File: src/rtl/uart_reg_arb_pkg.sv
// rtl/uart_reg_arb_pkg.sv - shared types, register offsets and address check for the UART register arbiter
package uart_reg_arb_pkg;

  typedef enum logic [1:0] {
    IDLE    = 2'd0,
    ISSUE   = 2'd1,
    CAPTURE = 2'd2,
    RESP    = 2'd3
  } state_e;

  // Word offsets of the UART0 registers inside the window.
  localparam logic [31:0] UART0_DR_OFS  = 32'h0;
  localparam logic [31:0] UART0_RSR_OFS = 32'h4;
  localparam logic [31:0] UART0_FR_OFS  = 32'h8;

  // Legal means word aligned and one of the first num_regs words at or above base.
  function automatic logic addr_legal(input logic [63:0] addr,
                                      input logic [63:0] base,
                                      input logic [63:0] num_regs);
    logic [63:0] off;
    off = addr - base;
    return (addr >= base) && (off[1:0] == 2'b00) && ((off >> 2) < num_regs);
  endfunction

endpackage

File: src/rtl/uart_rr_arbiter.sv
// rtl/uart_rr_arbiter.sv - round-robin one-hot grant with a rotating priority pointer
module uart_rr_arbiter
  import uart_reg_arb_pkg::*;
#(
  parameter int N = 2
) (
  input  logic         clk,
  input  logic         rst,
  input  logic [N-1:0] req,
  input  logic         enable,
  input  logic         advance,
  output logic [N-1:0] grant
);

  localparam int PW = (N > 1) ? $clog2(N) : 1;

  logic [PW-1:0]  ptr_q;
  logic [PW-1:0]  ptr_nxt;
  logic [N-1:0]   rot_req;
  logic [N-1:0]   rot_gnt;
  logic [PW-1:0]  rot_idx;
  logic [2*N-1:0] gnt_dbl;
  logic [PW:0]    sum;

  // Rotate requests so the pointer position is bit 0, pick the lowest, rotate back.
  always_comb begin
    rot_req = N'({req, req} >> ptr_q);
    rot_gnt = '0;
    rot_idx = '0;
    for (int k = N - 1; k >= 0; k--) begin
      if (rot_req[k]) begin
        rot_gnt    = '0;
        rot_gnt[k] = 1'b1;
        rot_idx    = PW'(k);
      end
    end
    gnt_dbl = {{N{1'b0}}, rot_gnt} << ptr_q;
    grant   = enable ? (gnt_dbl[N-1:0] | gnt_dbl[2*N-1:N]) : '0;
    // Pointer moves to one past the granted requester, modulo N.
    sum     = (PW+1)'(rot_idx) + (PW+1)'(ptr_q) + (PW+1)'(1);
    ptr_nxt = (sum >= (PW+1)'(N)) ? PW'(sum - (PW+1)'(N)) : PW'(sum);
  end

  // Priority pointer: requester 0 first out of reset, advance on every accept.
  always_ff @(posedge clk) begin
    if (!rst) begin
      ptr_q <= '0;
    end else if (advance) begin
      ptr_q <= ptr_nxt;
    end
  end

endmodule

File: src/rtl/uart_reg_arbiter.sv
// rtl/uart_reg_arbiter.sv - shares the UART register bus between requesters, one command at a time
module uart_reg_arbiter
  import uart_reg_arb_pkg::*;
#(
  parameter int                    NUM_REQ    = 2,
  parameter int                    ADDR_WIDTH = 32,
  parameter int                    DATA_WIDTH = 32,
  parameter logic [ADDR_WIDTH-1:0] BASE_ADDR  = 32'h4000_C000,
  parameter int                    NUM_REGS   = 3
) (
  input  logic                             clk,
  input  logic                             rst,
  input  logic [NUM_REQ-1:0]               req_valid,
  input  logic [NUM_REQ-1:0]               req_wr,
  input  logic [NUM_REQ*ADDR_WIDTH-1:0]    req_addr,
  input  logic [NUM_REQ*DATA_WIDTH-1:0]    req_wdata,
  output logic [NUM_REQ-1:0]               req_ready,
  output logic [NUM_REQ-1:0]               rsp_valid,
  output logic [DATA_WIDTH-1:0]            rsp_rdata,
  output logic                             rsp_err,
  output logic [ADDR_WIDTH-1:0]            bus_addr,
  output logic                             bus_wr_en,
  output logic                             bus_valid,
  output logic [DATA_WIDTH-1:0]            bus_wdata,
  input  logic [DATA_WIDTH-1:0]            bus_rdata,
  output logic                             busy
);

  localparam int OW = (NUM_REQ > 1) ? $clog2(NUM_REQ) : 1;

  state_e                state_q, state_d;
  logic [OW-1:0]         owner_q, gnt_idx;
  logic                  wr_q, err_q;
  logic [ADDR_WIDTH-1:0] addr_q, sel_addr;
  logic [DATA_WIDTH-1:0] wdata_q, rdata_q, sel_wdata;
  logic                  sel_wr, legal, accept;

  uart_rr_arbiter #(.N(NUM_REQ)) u_rr (
    .clk     (clk),
    .rst     (rst),
    .req     (req_valid),
    .enable  (state_q == IDLE),
    .advance (accept),
    .grant   (req_ready)
  );

  assign accept = |req_ready;

  // Mux the granted requester's payload and classify its address.
  always_comb begin
    gnt_idx   = '0;
    sel_wr    = 1'b0;
    sel_addr  = '0;
    sel_wdata = '0;
    for (int i = 0; i < NUM_REQ; i++) begin
      if (req_ready[i]) begin
        gnt_idx   = OW'(i);
        sel_wr    = req_wr[i];
        sel_addr  = req_addr[i*ADDR_WIDTH +: ADDR_WIDTH];
        sel_wdata = req_wdata[i*DATA_WIDTH +: DATA_WIDTH];
      end
    end
    legal = addr_legal(64'(sel_addr), 64'(BASE_ADDR), 64'(NUM_REGS));
  end

  // Next state and all outputs; bus and response outputs are idle-zero by default.
  always_comb begin
    state_d   = state_q;
    bus_valid = 1'b0;
    bus_wr_en = 1'b0;
    bus_addr  = '0;
    bus_wdata = '0;
    rsp_valid = '0;
    rsp_rdata = '0;
    rsp_err   = 1'b0;
    busy      = (state_q != IDLE);
    case (state_q)
      IDLE: begin
        if (accept) state_d = legal ? ISSUE : RESP;
      end
      ISSUE: begin
        bus_valid = 1'b1;
        bus_wr_en = wr_q;
        bus_addr  = addr_q;
        bus_wdata = wdata_q;
        state_d   = wr_q ? RESP : CAPTURE;
      end
      CAPTURE: begin
        state_d = RESP;
      end
      RESP: begin
        rsp_valid = {{(NUM_REQ-1){1'b0}}, 1'b1} << owner_q;
        rsp_rdata = rdata_q;
        rsp_err   = err_q;
        state_d   = IDLE;
      end
      default: state_d = IDLE;
    endcase
  end

  // State register.
  always_ff @(posedge clk) begin
    if (!rst) state_q <= IDLE;
    else      state_q <= state_d;
  end

  // Command latch on accept; read data is cleared there so writes and errors answer 0.
  always_ff @(posedge clk) begin
    if (!rst) begin
      owner_q <= '0;
      wr_q    <= 1'b0;
      err_q   <= 1'b0;
      addr_q  <= '0;
      wdata_q <= '0;
      rdata_q <= '0;
    end else begin
      if (accept) begin
        owner_q <= gnt_idx;
        wr_q    <= sel_wr;
        err_q   <= !legal;
        addr_q  <= sel_addr;
        wdata_q <= sel_wdata;
        rdata_q <= '0;
      end
      if (state_q == CAPTURE) rdata_q <= bus_rdata;
    end
  end

endmodule

File: config.mk
export PLATFORM = sky130hd
export DESIGN_NAME = uart_reg_arbiter
export DESIGN_NICKNAME = d
export VERILOG_FILES = /design/src/rtl/uart_reg_arb_pkg.sv /design/src/rtl/uart_rr_arbiter.sv /design/src/rtl/uart_reg_arbiter.sv
export SDC_FILE = /design/constraint.sdc
export NUM_CORES = 1
export LEC_CHECK = 0
export CORE_ASPECT_RATIO = 0.5
export CORE_MARGIN = 2
export CORE_UTILIZATION = 42
export DETAILED_ROUTE_END_ITERATION = 7
export PLACE_DENSITY = 0.87
export SLEW_MARGIN = 25
export SYNTH_ARGS = -nofsm -noshare
export SYNTH_HDL_FRONTEND = slang
export SYNTH_SLANG_ARGS = --single-unit
File: constraint.sdc
create_clock -name clk -period 7 [get_ports clk]
set_input_delay 2.1 -clock clk [delete_from_list [all_inputs] [get_ports clk]]
set_output_delay 2.1 -clock clk [all_outputs]
set_load 0.005 [all_outputs]
## Yosys cells after proc, flatten, opt, wreduce, memory -nomap -nowiden

Index checks and enable logic that the tools add are counted.
Widths: inputs -> output; s select.

| word-level totals | value |
|---|---|
| input port bits | 166 |
| register bits | 102 |
| word-level logic and storage cells | 57 |

| operators by class | value |
|---|---|
| bitwise operators | 1 |
| equal/unequal tests | 4 |
| order comparisons | 3 |
| multiplexer cells | 26 |
| add/subtract/negate cells | 4 |
| shifts and indexed selects | 3 |
| reductions and logical operators | 8 |

Operator list:

| cell | number |
|---|---|
| $mux 32 | 9 |
| $lt 62x2->1 const B | 1 |
| $sub 32x31->33 const B | 1 |
| $ge 32x31->1 const B | 1 |
| $mux 2 | 6 |
| $mux 1 | 10 |
| $pmux 2 s4 | 1 |
| $eq 2x2->1 const B | 2 |
| $logic_not 2->1 | 2 |
| $reduce_bool 2->1 | 2 |
| $shl 2x1->4 | 1 |
| $shr 4x1->2 | 1 |
| $add 1x1->2 | 1 |
| $add 2x1->2 const B | 1 |
| $eq 2x1->1 const B | 1 |
| $ge 2x2->1 const B | 1 |
| $logic_and 1x1->1 | 2 |
| $ne 2x2->1 const B | 1 |
| $or 2x2->2 | 1 |
| $reduce_or 2->1 | 1 |
| $shl 1x1->2 const A | 1 |
| $logic_not 1->1 | 1 |
| $sub 1x1->1 const B | 1 |

## Depth between registers and ports, before layout

Gate-level depths: netlist (run 1).

| depth | value |
|---|---|
| depth in word-level cells | 15 |
| depth in mapped cells | 11 |

## By module

Synthesis (run 1) repeated with hierarchy kept, for this count alone.

| second synthesis, totals | value |
|---|---|
| cell total of the unflattened synthesis | 668 |
| area, all modules | 5594.1 um^2 |

By module, submodules not included:

| module | area each (um^2) | cells an instance | instances |
|---|---|---|---|
| uart_reg_arbiter | 5520.3 | 656 | 1 |
| uart_rr_arbiter | 73.8 | 12 | 1 |

## Worst setup path before layout (run 1)

OpenSTA, ideal clock, no wires.

| timing | value |
|---|---|
| path type | input-to-output |
| start | in req_valid[0] |
| end | out req_ready[1] |
| path slack | 1685 ps |
| arrival | 3215 ps |
| stages | 6 |
| required time | 4900 ps |
| cell sequence | nand2b_1 > nand3_1 > inv_2 > clkbuf_1 > clkbuf_1 > buf_4 |

| on the way | value |
|---|---|
| cells in the longest elaborated chain, start to end | 6 |

RTL lines:

| element | RTL line | source |
|---|---|---|
| start: declaration | uart_reg_arbiter.sv:13 | `input logic [NUM_REQ-1:0] req_valid,` |
| $shr 4x1->2 * | uart_rr_arbiter.sv:27 | `rot_req = N'({req, req} >> ptr_q);` |
| $mux 2 | uart_rr_arbiter.sv:31 | `if (rot_req[k]) begin` |
| $mux 2 * | uart_rr_arbiter.sv:31 |  |
| $shl 2x1->4 * | uart_rr_arbiter.sv:37 | `gnt_dbl = {{N{1'b0}}, rot_gnt} << ptr_q;` |
| $or 2x2->2 * | uart_rr_arbiter.sv:38 | `grant = enable ? (gnt_dbl[N-1:0] \| gnt_dbl[2*N-1:N]) : '0;` |
| $mux 2 * | uart_rr_arbiter.sv:38 |  |
| end: declaration | uart_reg_arbiter.sv:17 | `output logic [NUM_REQ-1:0] req_ready,` |

Every way passes the cells marked *; elsewhere a longest branch is shown, timed or not.

## Worst setup path after layout (run 1)

| timing | value |
|---|---|
| start | in req_valid[1] |
| end | out req_ready[0] |

The elaborated chain is that of the path after synthesis.

==> summary.md, run 1 <==
| Metric | Value |
|---|---|
| Status | complete, but fails checks |
| Failing checks | design-rule violations |
| Dpl hpwl | ~12 mm |
| Hold slack | roughly 0.45 ns |
| ANT nets after route | 0 |
| HP Class | flop to flop |
| Seq cells post-synth | ~100 |
| Hold_buf cts | 0 |
| P&R area growth vs syn | 63.2% |
| Clock buffer depth | 2 |
| Most instantiated cells after synthesis | 126 x nor2_1, 102 x dfxtp_1, 101 x and2_1 |
| DR DRC count | 4 |
| GRT met3 Usage | 5.40% |
| Worst setup path category | input port to output pin |
| Synth top area share | 41.7% |
| Most used cell, CP | clkdlybuf4s50_1 |
| Post-synth EDFFs | 0 |
| Mux cell area share after synthesis | 0% |
| CTS tree | built |
| Initial Utilization | approximately 44% |
| Post-layout min period | around 6.0 ns |
| Combinational family with the most area after synthesis | simple AND/OR/NAND/NOR gates |
| Die area | between 10000 and 15000 um^2 |
| First-pass GRT wire length | 26.1 mm |
| Post-synthesis simple-gate area fraction | a little under a third |
| Worst EP required | approximately 4.9 ns |
| Top-count cell post-synth | nor2_1 |
| Largest net degree at the start of global routing | 69 |
| Critical Path End Type | output pin |
| Tcrit/Tclk final | between 80% and 90% |
| Yosys cell types | 47 |
| # H-tree levels | 3 |
| Met1 Use GR | between 30% and 40% |
| Synthesized Nets | roughly 800 |
| Cell area after synthesis | slightly below 5000 um^2 |
| Biggest area consumer among synthesized cells | dfxtp_1 |
| Num rows | 27 |
| Cell Pwr Density | between 200 and 300 nW/um^2 |
| Fmax achieved | 168 MHz |
| Slew Viols, Final | 0 |
| IO Count | 270 |
| Leakage | 3.01 nW |
| Initial antenna violation count | 0 |
| CTS resizes | 0 |
| DR vias | 5466 |
| Final setup vio count | 0 |
| CP arrival | just under 4 ns |
| Crit-path slowest cell | clkdlybuf4s50_1 |
| Congestion Overflow GR | 0 |
| Slew @ Worst Pin | between 0.9 and 1 ns |
| Clk Latency, worst-skew pair | 0.33 ns |
| DRT Pass-1 Iters | 8 |
| Die height | approximately 80 um |
| Routability cong. | 0.919 |
| Share of cells above drive strength 1 | between 3 and 4% |
| Critical path, cell by cell | clkdlybuf4s50_1, a21boi_2, nand2_1, inv_2, clkdlybuf4s50_1 |
| Synth Area in XOR/XNOR | 0% |
| Wirelength per Cell | 17.0 um |
| Diodes inserted | 0 |
| Gr usage total | between 20% and 30% |
| Mean Syn Cell Area | 7.98 um^2 |
| Clock Skew | between 0.006 and 0.007 ns |
| Post-Synth Adder-Cell Area | between 1 and 1.5% |
| Clock root cell | clkbuf_16 |
| Critical Path Start Type | input port |
| Slew HR | approximately two fifths |
| Drt total wl | 17.1 mm |
| RSZ-0062 raised after global routing | false |
| Via density | 5.43 |
| Yosys warnings | 0 |
| Clock slew at reported path FFs | ~0.070 ns |
| Mapped Cells | 613 |
| Top Usage Layer GRT | met2 |
| Fin. Hold Viols | 0 |
| DR iter-0 viols | 670 |
| Clock sinks | 102 |
| Maxcap violations | 0 |
| Max FO, Critical Path | 8 |
| Inserted Clock Buffers | 9 |
| CP max stage delay | approximately 0.58 ns |
| Compound-Gate Fraction of Synth Area | 21.1% |
| Chip width | around 160 um |
| Max rail drop VDD | 0.000192 V |
| Vias in the first global route | 5232 |
| Post-CTS Setup Inserts | 0 |
| Ys async rst share | 0% |
| CP delay by family, top | buffers and inverters |
| Sequential cell area fraction in the yosys report | 41.7% |
| Fillers | between 800 and 900 |
| Synth area leaders | dfxtp_1 42%, and2_1 13%, a222oi_1 11% |
| Port bufs | about 270 |
| Crit path buf inv count | 3 |
| Nets | 1014 |
| TNS Setup | 0 ns |
| Core Area | around 11000 um^2 |
| Top FF cell, synth | dfxtp_1 |
| Met2 Usage GRT | 47.2% |
per-stage QoR:
step / cell area (um^2) / cells / power [W] / setup WS, ns / util (%)
3_5_place_dp: 7630 / 991 / 0.00175 / 1.08 / 68.3
6_report: 7980 / 1006 / 0.00231 / 1.03 / 71.4
4_1_cts: 7960 / 1006 / 0.00230 / 1.07 / 71.2
2_1_floorplan: 4890 / 613 / 0.00137 / 1.68 / -
3_3_place_gp: 7630 / 991 / 0.00172 / 1.12 / 68.3
5_1_grt: 7980 / 1006 / 0.00245 / 0.955 / 71.4
state kept, by name, indices dropped and copies added, names as in the netlist:
| signal | flops |
|---|---|
| u_rr.ptr_q | 1 |
| rdata_q | 32 |
| owner_q | 1 |
| state_q | 2 |
| wdata_q | 32 |
| err_q | 1 |
| addr_q | 32 |
| wr_q | 1 |
layout by cell type, fill, tap and decap left out, types with 2 or more instances in the layout:
cell type / instances
nand3_1: 4
nor3_1: 2
a222oi_1: 52
o32a_1: 4
nor2_1: 126
or4_1: 3
ha_4: 2
nand2_1: 57
nand4_1: 2
clkdlybuf4s50_1: 269
a31oi_1: 3
a32oi_1: 2
o21ai_0: 2
inv_2: 2
nor2b_1: 3
dfxtp_1: 102
and2_1: 101
clkbuf_8: 2
buf_4: 3
a22oi_1: 4
nor4_1: 4
clkbuf_16: 9
inv_1: 6
nor4_2: 2
ha_1: 3
bufinv_16: 2
a21oi_1: 48
report_power, final:
group	internal, W	switching [W]
Sequential	0.000710	0.0000669
Combinational	0.000434	0.000557
Clock	0.000331	0.000212
final timing paths:
check,from,endpoint,slack (ns),cells after the start
setup / recovery,req_valid[1],req_ready[0],1.03,5
setup reg to reg,state_q[0]$_SDFFE_PN0P_,err_q$_SDFFE_PN0P_,3.50,10
hold reg to reg,addr_q[3]$_SDFFE_PN0P_,addr_q[3]$_SDFFE_PN0P_,0.45,2
hold / removal,addr_q[3]$_SDFFE_PN0P_,addr_q[3]$_SDFFE_PN0P_,0.45,2
kinds of logic (layout without fill, tap and decap cells):
kind of cell / after synthesis / in the layout
DFF: 102 / 102
AOI/OAI and AO/OA: 133 / 133
adders and majority gates: 5 / 5
and+or+nand+nor: 310 / 310
buffers and inverters: 63 / 297
per-layer routing:
metal / wire [um] / share of wire, %
met5: 0 / 0
met4: 524 / 3.1
met3: 1050 / 6.1
met2: 8610 / 50
met1: 6970 / 41
worst min-delay path: stages (launching register included):
cell     delay, ns
dfxtp_1       0.31
nand2_1       0.05
a21oi_1       0.05
area by class of cell:
type | count | area, um^2 | share of cell area (%)
Clock buffer | 12 | 256 | 3.21
Clock inverter | 3 | 67.6 | 0.847
Inverter | 9 | 35.0 | 0.439
Multi-Input combinational cell | 448 | 2650 | 33.1
Sequential cell | 102 | 2040 | 25.6
Tap cell | 159 | 199 | 2.49
Timing Repair Buffer | 273 | 2740 | 34.3
(Power assumes the default switching activity.)
==> inputs of run 2 (changes only) <==
--- a/config.mk
+++ b/config.mk
@@ -8,9 +8,11 @@
 export CORE_ASPECT_RATIO = 0.5
 export CORE_MARGIN = 2
 export CORE_UTILIZATION = 42
+export CTS_CLUSTER_SIZE = 8
 export DETAILED_ROUTE_END_ITERATION = 7
 export PLACE_DENSITY = 0.87
 export SLEW_MARGIN = 25
 export SYNTH_ARGS = -nofsm -noshare
 export SYNTH_HDL_FRONTEND = slang
 export SYNTH_SLANG_ARGS = --single-unit
+export TNS_END_PERCENT = 20
==> results of run 2 <==
Final layout, timing and power as in run 1 (identical DEF).
==> inputs of run 3 (changes only) <==
--- a/config.mk
+++ b/config.mk
@@ -10,6 +10,7 @@
 export CORE_UTILIZATION = 42
 export CTS_CLUSTER_SIZE = 8
 export DETAILED_ROUTE_END_ITERATION = 7
+export MAX_ROUTING_LAYER = met4
 export PLACE_DENSITY = 0.87
 export SLEW_MARGIN = 25
 export SYNTH_ARGS = -nofsm -noshare
==> constraint.sdc (replaced) <==
create_clock -name clk -period 7 [get_ports clk]
set_input_delay 2.1 -clock clk [delete_from_list [all_inputs] [get_ports clk]]
set_output_delay 2.1 -clock clk [all_outputs]
set_load 0.02 [all_outputs]
==> run 3 against run 2 <==
The flow still finishes with violations (design-rule violations); total power increased by 0.89%; via count increased by 0.73%; flip-flop and latch count unchanged; fmax decreased by 2.1%; final cell count unchanged; first-iteration DRC count decreased by 11%; clock skew increased by 0.0010 ns; critical path type unchanged; critical endpoint unchanged.
==> summary.md, run 3 (synthesis results as in run 1) <==
| Metric | Value |
|---|---|
| Status | complete, but fails checks |
| Failing checks | design-rule violations |
| Setup slack after layout | between 0.9 and 1 ns |
| Critical Path Start Type | input port |
| Worst EP required | ~5 ns |
| Slew @ Worst Pin | 0.968 ns |
| Num rows | 27 |
| Drt total wl | around 17 mm |
| Worst Reg-to-Reg Cells | 10 |
| CP delay by family, top | buffers and inverters |
| DRT Pass-1 Iters | 8 |
| DR iter-0 viols | 594 |
| Hold_buf cts | 0 |
| Top Registers | addr_q: 32 flops, rdata_q: 32 flops, wdata_q: 32 flops |
| Share of cells above drive strength 1 | under 10% |
| Clock sinks | slightly above 100 |
| Chip width | between 150 and 200 um |
| ANT nets after route | 0 |
| DR DRC count | 4 |
| Sequential power share | approximately a third |
| Port bufs | ~270 |
| Critical path, cell by cell | clkdlybuf4s50_1, a21boi_2, nand2_1, inv_2, clkdlybuf4s50_1 |
| Tcrit/Tclk final | between 80% and 90% |
| Finished layout cell area | 7950 um^2 |
| Clk Latency, worst-skew pair | 0.35 ns |
| Vias in the first global route | approximately 5.3k |
| CTS resizes | 0 |
| Post-DP Area | roughly 7600 um^2 |
| CP arrival | about 4.0 ns |
| Crit-path slowest cell | clkdlybuf4s50_1 |
| Critical Path End Type | output pin |
| Levels on crit path | 5 |
| Fmax achieved | ~160 MHz |
| Nets | roughly 1.0k |
| Gr usage total | 27.0% |
| Inserted Clock Buffers | 9 |
| Maxcap violations | 0 |
| Initial antenna violation count | 0 |
| Hold path cells | 2 |
| Post-layout min period | a little over 6 ns |
| Commonest non-fill, non-tap cell in the layout | clkdlybuf4s50_1 |
| Die area | ~13000 um^2 |
| Diodes inserted | 0 |
| CTS tree | built |
| Clock slew at reported path FFs | 0.07 ns |
| Slew HR | between 30% and 40% |
| Most used cell, CP | clkdlybuf4s50_1 |
| Clock Skew | around 0.0072 ns |
| RSZ-0062 raised after global routing | false |
| Most frequent cells in the layout | 269 x clkdlybuf4s50_1, 126 x nor2_1, 102 x dfxtp_1 |
| Largest net degree at the start of global routing | 80 |
| Wirelength per Cell | roughly 17 um |
| Worst setup path category | input port to output pin |
| Fin. Hold Viols | 0 |
| Final setup vio count | 0 |
| Post-CTS Setup Inserts | 0 |
| P&R area growth vs syn | 62.6% |
| TNS Setup | 0 ns |
| Internal power | ~0.0014 W |
| Comb power frac | approximately 45% |
| Sw Ratio | 38.7% |
| Initial Utilization | ~44% |
| CP max stage delay | a little over 0.6 ns |
| Leakage | between 2 and 3 nW |
| Max rail drop VDD | ~0.00021 V |
| Fillers | just under 900 |
| HP Class | flop to flop |
| Clock root cell | clkbuf_16 |
| Die height | approximately 80 um |
| Clock power frac | 21.8% |
| Final design utilization | a little under three quarters |
| Clock buffer depth | 2 |
| Via density | 5.47 |
| Core Area | 11200 um^2 |
| Hold slack | 0.451 ns |
| DR vias | 5506 |
| Cell Pwr Density | ~290 nW/um^2 |
| Slew Viols, Final | 0 |
| Net Switching | around 0.0009 W |
| Dpl hpwl | 11.8 mm |
| Routability cong. | 0.947 |
| Max FO, Critical Path | 8 |
| Congestion Overflow GR | 0 |
| # H-tree levels | 3 |
| First-pass GRT wire length | between 20 and 30 mm |
| Crit path buf inv count | 3 |
| IO Count | 270 |
| Place WS | a little over 0.9 ns |
run 3: cell types whose count changed in the layout (fill, tap and decap cells not counted), sizes merged:
cell / change
clkbuf: -2
inv: +2
bufinv: -1
clkinvlp: +1
run 3: final cells by class:
class | count | area (um^2) | share of cell area [%]
well taps | 159 | 199 | 2.50
repair buffers | 273 | 2740 | 34.4
clock inverters | 5 | 58.8 | 0.739
flip-flops and latches | 102 | 2040 | 25.7
multi-input cells | 448 | 2650 | 33.3
inverters | 9 | 33.8 | 0.425
clock buffers | 10 | 239 | 3.01
run 3: layer usage:
metal | share of wire [%] | GRT usage (%)
met5 | 0 | -
met2 | 50 | 46.7
met3 | 5.7 | 5.18
met4 | 4.0 | 12.4
met1 | 41 | 30.8
run 3: stage by stage:
stage	power (W)	std cells
after detailed placement	0.00181	991
final	0.00233	1006
after CTS	0.00232	1006
after global routing	0.00248	1006
after global placement	0.00178	991
after floorplan	0.00144	613
run 3: worst register-to-register path, delay by kind of cell (launching register included):
kind | cells | cell delay, ns
compound gates | 3 | 0.52
fa+ha+maj | 1 | 0.58
buf+inv | 3 | 0.86
flops | 1 | 0.35
simple gates | 3 | 1.00
run 3: worst paths after layout:
kind | start | endpoint | slack [ns]
max | req_valid[1] | req_ready[0] | 0.90
min | addr_q[3]$_SDFFE_PN0P_ | addr_q[3]$_SDFFE_PN0P_ | 0.45
max reg2reg | state_q[0]$_SDFFE_PN0P_ | state_q[1]$_SDFFE_PN0P_ | 3.57
min reg2reg | addr_q[3]$_SDFFE_PN0P_ | addr_q[3]$_SDFFE_PN0P_ | 0.45
run 3: power by group through the flow:
stage	Sequential, W	Combinational, W	Clock (W)
final	0.000775	0.00105	0.000509
after detailed placement	0.000783	0.00103	0
after CTS	0.000772	0.00103	0.000515
after global routing	0.000790	0.00114	0.000544
after global placement	0.000777	0.00101	0
after floorplan	0.000763	0.000674	0
==> RTL change 1: new RTL, settings of run 2 <==
Encoding of `state_e`: now Gray code (2 bits for 4 states).
--- a/src/rtl/uart_reg_arb_pkg.sv
+++ b/src/rtl/uart_reg_arb_pkg.sv
@@ -2,10 +2,10 @@
 package uart_reg_arb_pkg;
 
   typedef enum logic [1:0] {
-    IDLE    = 2'd0,
-    ISSUE   = 2'd1,
-    CAPTURE = 2'd2,
-    RESP    = 2'd3
+    IDLE    = 2'b00,
+    ISSUE   = 2'b01,
+    CAPTURE = 2'b11,
+    RESP    = 2'b10
   } state_e;
 
   // Word offsets of the UART0 registers inside the window.
Behaviour: no difference found for any inputs over 10 cycles, from zero or initial values and one cycle with rst low; not proved beyond that.
==> RTL change 1 against run 2 <==
- the flow still finishes with violations (design-rule violations)
- synthesized area is 2.3% higher
- critical path depth unchanged
- cell area rose by 0.99%
- register-to-register slack gained 0.65 ns
- worst setup slack better by 0.18 ns
- non-clock buffer count increased by 1
- core utilization shrank 2.5 points
- routed wire length is 1.0% higher
- sequential cell count is the same
Power is not compared: it rests on default switching activity, and its combinational part moved more than twofold at a synthesized area within 25%.
==> RTL change 1: results (changes against run 2) <==
Status: complete, but fails checks
Failing checks: design-rule violations
Synth Flop Type: dfxtp_1
Total GRT Usage: 0.253 (-0.00909)
Hold crit path type: register to register
Num CTS Buffers: 9 (unchanged)
Critical path fanouts, max: 7 (-1)
DRC Markers: 11 (+7)
DP Cell Count: 959 (-3.2%)
Crit path DAT: 3.69 ns (-0.18 ns)
Synth Area in XOR/XNOR: 0.00175 (+0.00175)
DR vias/cell: 5.53 (+1.8%)
Min Hold Slack: 0.470 ns (+0.0189 ns)
Synth area leaders: dfxtp_1, and2_1, a222oi_1
# Post-CTS Setup Buffers: 0 (unchanged)
GPL Wtd Cong: 0.875 (-4.8%)
Max-Slew Margin vs Limit: 0.390 (+0.00468)
Yosys warns: 0 (unchanged)
Final cell count without fillers: 975 (-3.1%)
Post-Route Skew: 0.00836 ns (+0.00214 ns)
Mapped Nets: 739 (-5.7%)
Worst reg2reg path depth: 8 (-2)
Async SR Flop Fraction: 0 (unchanged)
Fraction of layout cells with a size suffix above 1: 0.0481 (+0.0115)
Pins Over Slew Limit: 0 (unchanged)
Register area share after synthesis: 0.408 (-0.00940)
CTS root buffer: clkbuf_16
Clk_lat worst skew: 0.34 ns
Max incr delay on CP: 0.56 ns (-0.02 ns)
Initial DRC Count: 819 (+22%)
Post-synth top cells: dfxtp_1, and2_1, nor2b_1, a222oi_1, nand2_1
Fillers: 941 (+8.8%)
Flop2flop setup slack: 4.15 ns (+0.65 ns)
Largest net degree at the start of global routing: 100 (+45%)
Hold_sp: rdata_q[30]$_SDFFE_PN0P_
Via count of the first global-routing pass: 5013 (-4.2%)
# nets final: 971 (-4.2%)
Yosys cell types: 51 (+8.5%)
Hold Path Sink: rdata_q[30]$_SDFFE_PN0P_
Post-synthesis mux area share: 0.00200 (+0.00200)
Synth Area in Compound Gates: 0.222 (+0.0113)
Synth Area per Inst: 8.73 um2 (+9.4%)
Clock transition at path regs: 0.07 ns (about the same)
RR Endpoint: state_q[0]$_SDFFE_PN0P_
Routed Wire Length: 17300 um (+1.0%)
First-pass GRT wire length: 25800 um (-1.2%)
Post-DP HPWL: 12100 um (+3.3%)
Synth Area in Adders: 0 (-0.0128)
Worst path slowest cell: clkdlybuf4s50_1
RTL change 1: worst max path at each step:
| stage | slack [ns] | to | from |
|---|---|---|---|
| final | 1.21 | req_ready[0] | req_valid[1] |
| after global routing | 1.14 | req_ready[0] | req_valid[1] |
| after CTS | 1.22 | req_ready[0] | req_valid[1] |
| after detailed placement | 1.22 | req_ready[0] | req_valid[1] |
| after global placement | 1.28 | req_ready[0] | req_valid[0] |
| after floorplan | 1.89 | req_ready[1] | req_valid[0] |
RTL change 1: power breakdown:
group | switching [mW] | internal, mW | total [mW]
clock network | 0.239 | 0.286 | 0.525
registers | 0.0173 | 0.613 | 0.631
logic | 0.115 | 0.145 | 0.260
RTL change 1: tightest hold or removal path, delay by kind of cell (launching register included):
kind | cells | cell delay (ns)
flops | 1 | 0.31
simple gates | 1 | 0.05
compound gates | 1 | 0.06
RTL change 1: cell type report:
class,instances,area share
Timing Repair Buffer,274,0.338
Clock buffer,9,0.0279
Multi-Input combinational cell,414,0.342
Sequential cell,102,0.253
Inverter,4,0.00248
Clock inverter,7,0.0106
Tap cell,165,0.0256
RTL change 1: cells by family (layout without fill, tap and decap cells):
group                     Yosys count  after routing
DFF                               102            102
AOI/OAI and AO/OA                 128            128
muxes                               1              1
and+or+nand+nor                   284            284
xor gates and xnor gates            1              1
buffers and inverters              57            294
RTL change 1: through the flow:
stage,util,instance area [um2],setup slack (ns)
2_1_floorplan,-,5000,1.89
3_3_place_gp,0.661,7740,1.28
3_5_place_dp,0.662,7740,1.22
4_1_cts,0.688,8050,1.22
5_1_grt,0.689,8060,1.14
6_report,0.689,8060,1.21
RTL change 1: per-layer routing:
metal / vias to the layer above / share of wire / global-route usage
met1: 2534 / 0.41 / 0.329
met2: 280 / 0.49 / 0.433
met5: - / 0 / 0
met3: 37 / 0.073 / 0.0502
li1: 2543 / - / -
met4: 0 / 0.023 / 0.0730
==> RTL change 2: new RTL, settings of run 2 <==
Without the edit above. Set the parameter `NUM_REQ` to 1 (it was 2).
--- a/src/rtl/uart_reg_arbiter.sv
+++ b/src/rtl/uart_reg_arbiter.sv
@@ -2,7 +2,7 @@
 module uart_reg_arbiter
   import uart_reg_arb_pkg::*;
 #(
-  parameter int                    NUM_REQ    = 2,
+  parameter int                    NUM_REQ    = 1,
   parameter int                    ADDR_WIDTH = 32,
   parameter int                    DATA_WIDTH = 32,
   parameter logic [ADDR_WIDTH-1:0] BASE_ADDR  = 32'h4000_C000,
Interface: changed (6 resized); port bits go from 270 to 202. The function was not compared with the original's and may differ.
==> RTL change 2 against run 2 <==
- register-to-register slack improved by 1.2 ns
- synthesized area decreased by 7.9%
- power decreased by 21%
- via count decreased by 17%
- sequential share of layout area increased by 3.6 points
- worst hold slack got worse by 0.0024 ns
- worst setup slack improved by 0.60 ns
- routed wire length decreased by 25%
- sequential cell count decreased by 2
- cell area decreased by 14%
- critical path type unchanged
- largest cell class is now multi-input combinational cells
- largest power group is now sequential cells
- highest routed layer unchanged
==> RTL change 2: results (changes against run 2) <==
Status: finished clean
Yosys cell types: 33 (-30%)
Post-Route Skew: 0.00308 ns (-0.00314 ns)
Max clock buf depth: 2 (unchanged)
Num CTS Buffers: 9 (unchanged)
Post-synth top cells: nand2_1, a21oi_1, dfxtp_1, and2_1, clkbuf_1
WL/cell: 14.3 um (-16%)
Post-place setup slack: 1.63 ns (+0.556 ns)
Max-Slew Margin vs Limit: 0.324 (-0.0617)
Number of port buffers: 201 (-25%)
Dpl cell area: 6570 um2 (-14%)
Overall Power: 1.81 mW (-21%)
Area Overhead vs Synth: 52.3%
Synth Area in Compound Gates: 0.126 (-0.0844)
CP startpoint: req_valid
Critical path fanouts, max: 2 (-6)
Post-synthesis mux area share: 0.00445 (+0.00445)
Synth area leaders: dfxtp_1, nand2_1, and2_1
Post-DP HPWL: 8810 um (-25%)
Mapped Nets: 691 (-12%)
Initial DRC Count: 258 (-61%)
Register area share after synthesis: 0.445 (+0.0271)
Crit path DAT: 3.27 ns (-0.60 ns)
Via count of the first global-routing pass: 4379 (-16%)
Vias: 4521 (-17%)
Die X: 150 um (-3.9%)
Fillers: 856 (-1.0%)
Total GRT Usage: 0.222 (-0.0405)
Max incr delay on CP: 0.53 ns (-0.05 ns)
# nets final: 863 (-15%)
Synth Area in Adders: 0.0139 (+0.00110)
VDD IR max: 0.000153 V (-20%)
GPL Wtd Cong: 0.842 (-8.3%)
NetSw: 591 uW (-29%)
Sequential Power Share: 0.404 (+0.068)
First-pass GRT wire length: 20900 um (-20%)
Leak Pwr: 2.48 nW (-18%)
Mapped Cells: 586 (-4.4%)
Pre-antenna DRT Iters: 5 (-3)
Comb power frac: 0.328 (-0.101)
DP Cell Count: 887 (-10%)
Hold_sp: wdata_q[16]$_SDFFE_PN0N_
Reg2reg start: state_q[1]$_SDFFE_PN0P_
Final cell count without fillers: 903 (-10%)
Largest net degree at the start of global routing: 99 (+43%)
Synth Area in XOR/XNOR: 0.00583 (+0.00583)
==> RTL change 2: area by class of cell <==
cell class / count / area share
clock buffers: 9 / 0.0328
clock inverters: 7 / 0.00985
inverters: 5 / 0.00274
multi-input cells: 437 / 0.339
flip-flops and latches: 100 / 0.292
well taps: 140 / 0.0255
repair buffers: 205 / 0.298
==> RTL change 2: path summary, 6_finish.rpt <==
check | depth (start not counted) | slack [ns] | endpoint
setup / recovery | 4 | 1.63 | req_ready
hold / removal | 2 | 0.45 | wdata_q[16]$_SDFFE_PN0N_
setup reg to reg | 8 | 4.70 | state_q[1]$_SDFFE_PN0P_
hold reg to reg | 2 | 0.45 | wdata_q[16]$_SDFFE_PN0N_
==> RTL change 2: metal layers <==
metal  wire, um  GRT usage  up-vias  share of wire
met5          0          0        -              0
met4        430     0.0830        0          0.033
met3        546     0.0482       28          0.042
met2       6500      0.399      122           0.50
met1       5470      0.258     2122           0.42
li1           -          -     2249              -
